[config.mk]
export PLATFORM = sky130hd
export DESIGN_NAME = bcd_seq_converter
export DESIGN_NICKNAME = d
export VERILOG_FILES = /design/src/rtl/bcd_pkg.sv /design/src/rtl/bcd_digit_adj.sv /design/src/rtl/bcd_seq_converter.sv
export SDC_FILE = /design/constraint.sdc
export NUM_CORES = 1
export LEC_CHECK = 0
export BUFFER_PORTS_ARGS = -buffer_cell sky130_fd_sc_hd__buf_2
export CORE_MARGIN = 5
export CORE_UTILIZATION = 50
export DETAILED_ROUTE_END_ITERATION = 12
export HOLD_SLACK_MARGIN = 0.06
export PLACE_DENSITY = 0.79
export RECOVER_POWER = 50
export SLEW_MARGIN = 30
export SYNTH_ARGS = -nofsm -noshare
export SYNTH_HDL_FRONTEND = slang
export SYNTH_SLANG_ARGS = --single-unit
[constraint.sdc]
create_clock -name clk -period 2.7 [get_ports clk]
set_input_delay 0.405 -clock clk [delete_from_list [all_inputs] [get_ports clk]]
set_output_delay 0.405 -clock clk [all_outputs]
set_load 0.01 [all_outputs]
[src/rtl/bcd_pkg.sv]
// Shared types and helpers for the sequential binary-to-BCD converter.
// The digit adjust rule lives here so every digit slice uses one definition.
package bcd_pkg;

  typedef enum logic [1:0] {
    IDLE  = 2'd0,
    SHIFT = 2'd1,
    DONE  = 2'd2
  } bcd_state_t;

  localparam int BCD_DIGIT_W = 4;

  // Double-dabble correction: a digit of 5 or more would exceed 9 after doubling.
  function automatic logic [BCD_DIGIT_W-1:0] add3_adj(input logic [BCD_DIGIT_W-1:0] digit);
    return (digit >= 4'd5) ? digit + 4'd3 : digit;
  endfunction

endpackage

[src/rtl/bcd_digit_adj.sv]
// One BCD digit slice of the double-dabble datapath: combinational >=5 -> +3.
module bcd_digit_adj
  import bcd_pkg::*;
(
  input  logic [BCD_DIGIT_W-1:0] digit_i,
  output logic [BCD_DIGIT_W-1:0] digit_o
);

  assign digit_o = add3_adj(digit_i);

endmodule

[src/rtl/bcd_seq_converter.sv]
// Iterative binary-to-BCD converter, one shift per cycle, valid/ready on both sides.
// Define BCD_SIGNED_EN for two's-complement input with a sign output; default is unsigned.
module bcd_seq_converter
  import bcd_pkg::*;
#(
  parameter int WIDTH  = 5,
  parameter int DIGITS = 2
) (
  input  logic                          clk,
  input  logic                          rst,
  input  logic                          in_valid,
  output logic                          in_ready,
  input  logic [WIDTH-1:0]              in,
  output logic                          out_valid,
  input  logic                          out_ready,
  output logic                          out_sign,
  output logic [BCD_DIGIT_W*DIGITS-1:0] out_bcd,
  output logic                          out_ovf,
  output bcd_state_t                    dbg_state
);

  // Handshake: a word moves on any rising edge where valid and ready are both high;
  // in_ready is high only in IDLE and out_valid only in DONE, so transfers never overlap.

  localparam int CNT_W = $clog2(WIDTH + 1);
  localparam int BCD_W = BCD_DIGIT_W * DIGITS;

  bcd_state_t       state_q, state_d;
  logic [CNT_W-1:0] cnt_q, cnt_d;
  logic [WIDTH-1:0] mag_q, mag_d;
  logic [BCD_W-1:0] dig_q, dig_d;
  logic             sign_q, sign_d;
  logic             ovf_q, ovf_d;
  logic             out_sign_q, out_sign_d;
  logic [BCD_W-1:0] out_bcd_q, out_bcd_d;
  logic             out_ovf_q, out_ovf_d;

  logic             in_sign;
  logic [WIDTH-1:0] in_mag;
  logic [BCD_W-1:0] dig_adj;
  logic [BCD_W-1:0] dig_shift;
  logic [WIDTH-1:0] mag_shift;
  logic             shift_carry;

`ifdef BCD_SIGNED_EN
  // -2^(WIDTH-1) negates to itself, which reads correctly as an unsigned magnitude.
  always_comb begin
    in_sign = in[WIDTH-1];
    in_mag  = in_sign ? (~in + {{(WIDTH-1){1'b0}}, 1'b1}) : in;
  end
`else
  always_comb begin
    in_sign = 1'b0;
    in_mag  = in;
  end
`endif

  for (genvar g = 0; g < DIGITS; g++) begin : g_adj
    bcd_digit_adj u_adj (
      .digit_i (dig_q[g*BCD_DIGIT_W +: BCD_DIGIT_W]),
      .digit_o (dig_adj[g*BCD_DIGIT_W +: BCD_DIGIT_W])
    );
  end

  assign dig_shift   = {dig_adj[BCD_W-2:0], mag_q[WIDTH-1]};
  assign mag_shift   = {mag_q[WIDTH-2:0], 1'b0};
  assign shift_carry = dig_adj[BCD_W-1];

  always_comb begin
    state_d    = state_q;
    cnt_d      = cnt_q;
    mag_d      = mag_q;
    dig_d      = dig_q;
    sign_d     = sign_q;
    ovf_d      = ovf_q;
    out_sign_d = out_sign_q;
    out_bcd_d  = out_bcd_q;
    out_ovf_d  = out_ovf_q;
    case (state_q)
      IDLE: begin
        if (in_valid) begin
          sign_d  = in_sign;
          mag_d   = in_mag;
          dig_d   = '0;
          ovf_d   = 1'b0;
          cnt_d   = CNT_W'(WIDTH);
          state_d = SHIFT;
        end
      end
      SHIFT: begin
        // WIDTH shifting cycles, then one cycle that registers the finished result.
        if (cnt_q != '0) begin
          dig_d = dig_shift;
          mag_d = mag_shift;
          ovf_d = ovf_q | shift_carry;
          cnt_d = cnt_q - CNT_W'(1);
        end else begin
          out_sign_d = sign_q;
          out_ovf_d  = ovf_q;
          out_bcd_d  = ovf_q ? '0 : dig_q;
          state_d    = DONE;
        end
      end
      DONE: begin
        if (out_ready) state_d = IDLE;
      end
      default: state_d = IDLE;
    endcase
  end

  always_ff @(posedge clk) begin
    if (rst) begin
      state_q    <= IDLE;
      cnt_q      <= '0;
      mag_q      <= '0;
      dig_q      <= '0;
      sign_q     <= 1'b0;
      ovf_q      <= 1'b0;
      out_sign_q <= 1'b0;
      out_bcd_q  <= '0;
      out_ovf_q  <= 1'b0;
    end else begin
      state_q    <= state_d;
      cnt_q      <= cnt_d;
      mag_q      <= mag_d;
      dig_q      <= dig_d;
      sign_q     <= sign_d;
      ovf_q      <= ovf_d;
      out_sign_q <= out_sign_d;
      out_bcd_q  <= out_bcd_d;
      out_ovf_q  <= out_ovf_d;
    end
  end

  assign in_ready  = (state_q == IDLE);
  assign out_valid = (state_q == DONE);
  assign out_sign  = out_sign_q;
  assign out_bcd   = out_bcd_q;
  assign out_ovf   = out_ovf_q;
  assign dbg_state = state_q;

endmodule

==> metrics.txt <==
crit end category=register; via/cell ratio=5.42; Final Util=57.0%; clk sinks=28; Max Root-Sink Buffers=2; largest net degree at the start of global routing=25; Mapped Cells=147; Clock Root Buffer=clkbuf_4; post-CTS sizing=0; first-pass GRT wire length=4590 um; crit start category=register; CTS tree=done; Top delay family on crit path=simple AND/OR/NAND/NOR gates; Num CTS Buffers=3; area of the multi-input gates=658 um^2; Reg power frac=57.9%; top-level I/O count=23; RSZ-0062 raised after global routing=false; worst path required time=2.92 ns; hpwl dp=2010 um; synth top area cells=dfxtp_1 44%, a21oi_1 6.6%, nand2_1 6.4%; I/O Buffers=21; reg2reg end=dig_q[7]$_SDFFE_PP0P_; Post-Route WL=2690 um; # rows=18; vias in the first global route=1079; Residual DRC=0; ant diodes=0; Peak Freq=485 MHz; DIE AREA=3690 um^2; worst vdd ir=0.317 mV; yosys warns=0; antenna violations before repair=0; commonest non-fill, non-tap cell in the layout=dfxtp_1; path type of the worst min-delay path=primary input to register; reg2reg path depth=4; Crit Reg-Reg Startpoint=dbg_state[1]$_SDFFE_PP0P_; clock skew=0.00620 ns; Via Count=1068; Worst Path Buf+Inv=0; Crit-path slowest cell=nor3b_1; GPL Wtd Cong=0.707; syn avg cell area=8.76 um^2; sw power=208 uW; r2r setup slk=0.64 ns; Pwr Density=538 nW/um^2; All-Layer GR Usage=16.6%; clock power share=26.8%; most frequent cells in the layout=28 x dfxtp_1, 24 x nand2_1, 18 x a21oi_1, 13 x clkbuf_1, 11 x nor2_1; combinational power share=15.2%; Yosys cell types=32; Iter 0 DRT Violations=64; Slew headroom=30.0%; sink of the worst hold path=mag_q[0]$_SDFFE_PP0P_; share of cells above drive strength 1=11.4%; Core Region=2480 um^2; setup repair bufs after CTS=0; maximum level of the CTS H-tree=1; Internal Power=552 uW; setup_tns=0 ns; DIE HEIGHT=60.7 um; Setup Crit Path Kind=register to register; Storage cell area=561 um^2; critical path arrival=2.28 ns; final hold vios=0; Clk Latency, worst-skew pair=0.33 ns; Most common cell on crit path=a21oi_1; 1st-pass router iterations=4; fin nets=183; register bit total from synthesis=28; CP Max Fanout=9; Synth top area share=43.5%; Final Max Slew Viols=0; Area Growth Syn to Fin=9.62%; routed length per instance=13.6 um; Antenna Nets Post-Route=0; Max Cap Viol=0; die width=60.7 um; Post-CTS Hold Buffers=0; sw frac=27.4%; # setup viols final=0; critical path, cell by cell=nor3b_1, a21oi_1, a21oi_1, o32ai_1; Lkg Pwr=0.000486 uW; Seq/Total Area, Yosys=43.5%; outcome=finished, final reports clean; Fillers=251; starting density of the core=52.0%; synthesized area=1290 um^2; CP max stage delay=0.87 ns; Synth area leader=dfxtp_1; Final Cycle Share=76.4%; Hold Path Depth=3; Final min period=2.06 ns; Slew @ Worst Pin=1.05 ns; hold wc startpoint=in[0]; clock slew at reported path FFs=0.15 ns; gr ovfl total=0; Post-Syn Nets=162
[worst max path at each step]
stage | start | to | slack, ns | cells after the start
after floorplan | cnt_q[0]$_SDFFE_PP0P_ | dig_q[4]$_SDFFE_PP0P_ | 1.23 | 6
final | dbg_state[1]$_SDFFE_PP0P_ | dig_q[7]$_SDFFE_PP0P_ | 0.64 | 4
after CTS | dbg_state[0]$_SDFFE_PP0P_ | out_bcd[1]$_SDFFE_PP0P_ | 0.89 | 4
after global routing | dbg_state[1]$_SDFFE_PP0P_ | dig_q[0]$_SDFFE_PP0P_ | 0.47 | 4
after detailed placement | dbg_state[0]$_SDFFE_PP0P_ | out_bcd[1]$_SDFFE_PP0P_ | 0.93 | 4
after global placement | dbg_state[0]$_SDFFE_PP0P_ | out_bcd[0]$_SDFFE_PP0P_ | 1.0 | 4
[stage by stage]
stage	area, um^2	hold WS (ns)	total power, uW	instances	setup slack, ns
global route	1410	0.301	805	197	0.466
global placement	1410	0.437	564	193	0.999
finish	1410	0.321	760	197	0.637
detailed placement	1410	0.440	571	193	0.932
floorplan	1290	0.432	540	147	1.23
CTS	1440	0.323	774	197	0.886
[flip-flops by register name, summed over array words and instances (netlist names)]
register / cells
dbg_state: 2
mag_q: 5
out_bcd: 8
ovf_q: 1
dig_q: 8
cnt_q: 3
out_ovf: 1
[power by group through the flow]
stage,registers (uW),logic [uW],clock network (uW)
final,440,116,204
after CTS,440,122,211
after global routing,443,129,233
after floorplan,448,91.9,0
after detailed placement,449,122,0
after global placement,448,116,0
[routing by layer]
| metal | global-route usage (%) | vias up | share of wire [%] |
|---|---|---|---|
| li1 | - | 548 | - |
| met1 | 18.8 | 488 | 44 |
| met2 | 30.8 | 27 | 50 |
| met3 | 2.55 | 5 | 5.2 |
| met4 | 6.81 | 0 | 1.5 |
| met5 | 0 | - | 0 |
[final cells by class]
cell class / count / area share, %
Timing Repair Buffer: 21 / 6.29
Inverter: 8 / 2.13
Sequential cell: 28 / 39.7
Multi-Input combinational cell: 106 / 46.6
Clock buffer: 4 / 2.57
Tap cell: 30 / 2.66
[cells by family after synthesis]
logic type | share of synthesized area [%]
and+or+nand+nor | 21.7
muxes | 2.62
AOI/OAI and AO/OA | 20.4
other | 0.291
xor gates and xnor gates | 1.36
adders and majority gates | 5.83
buffers and inverters | 4.28
DFF | 43.5
[Yosys cell counts (all sizes together)]
master	instances
a211oi	2
a21o	1
a21oi	18
a22oi	4
a311oi	2
a32o	1
a32oi	1
and2b	1
buf	3
clkbuf	2
conb	1
dfxtp	28
ha	6
inv	8
mux2	3
nand2	24
nand2b	4
nand3b	2
nor2	12
nor2b	2
nor3	1
nor3b	1
o21ai	4
o2bb2ai	4
o32ai	2
or2b	1
or3	7
xnor2	2
[worst min-delay path: stages]
cell,delay [ns]
buf_2,0.08
a22oi_1,0.07
nor2_1,0.07
(Power assumes the default switching activity.)
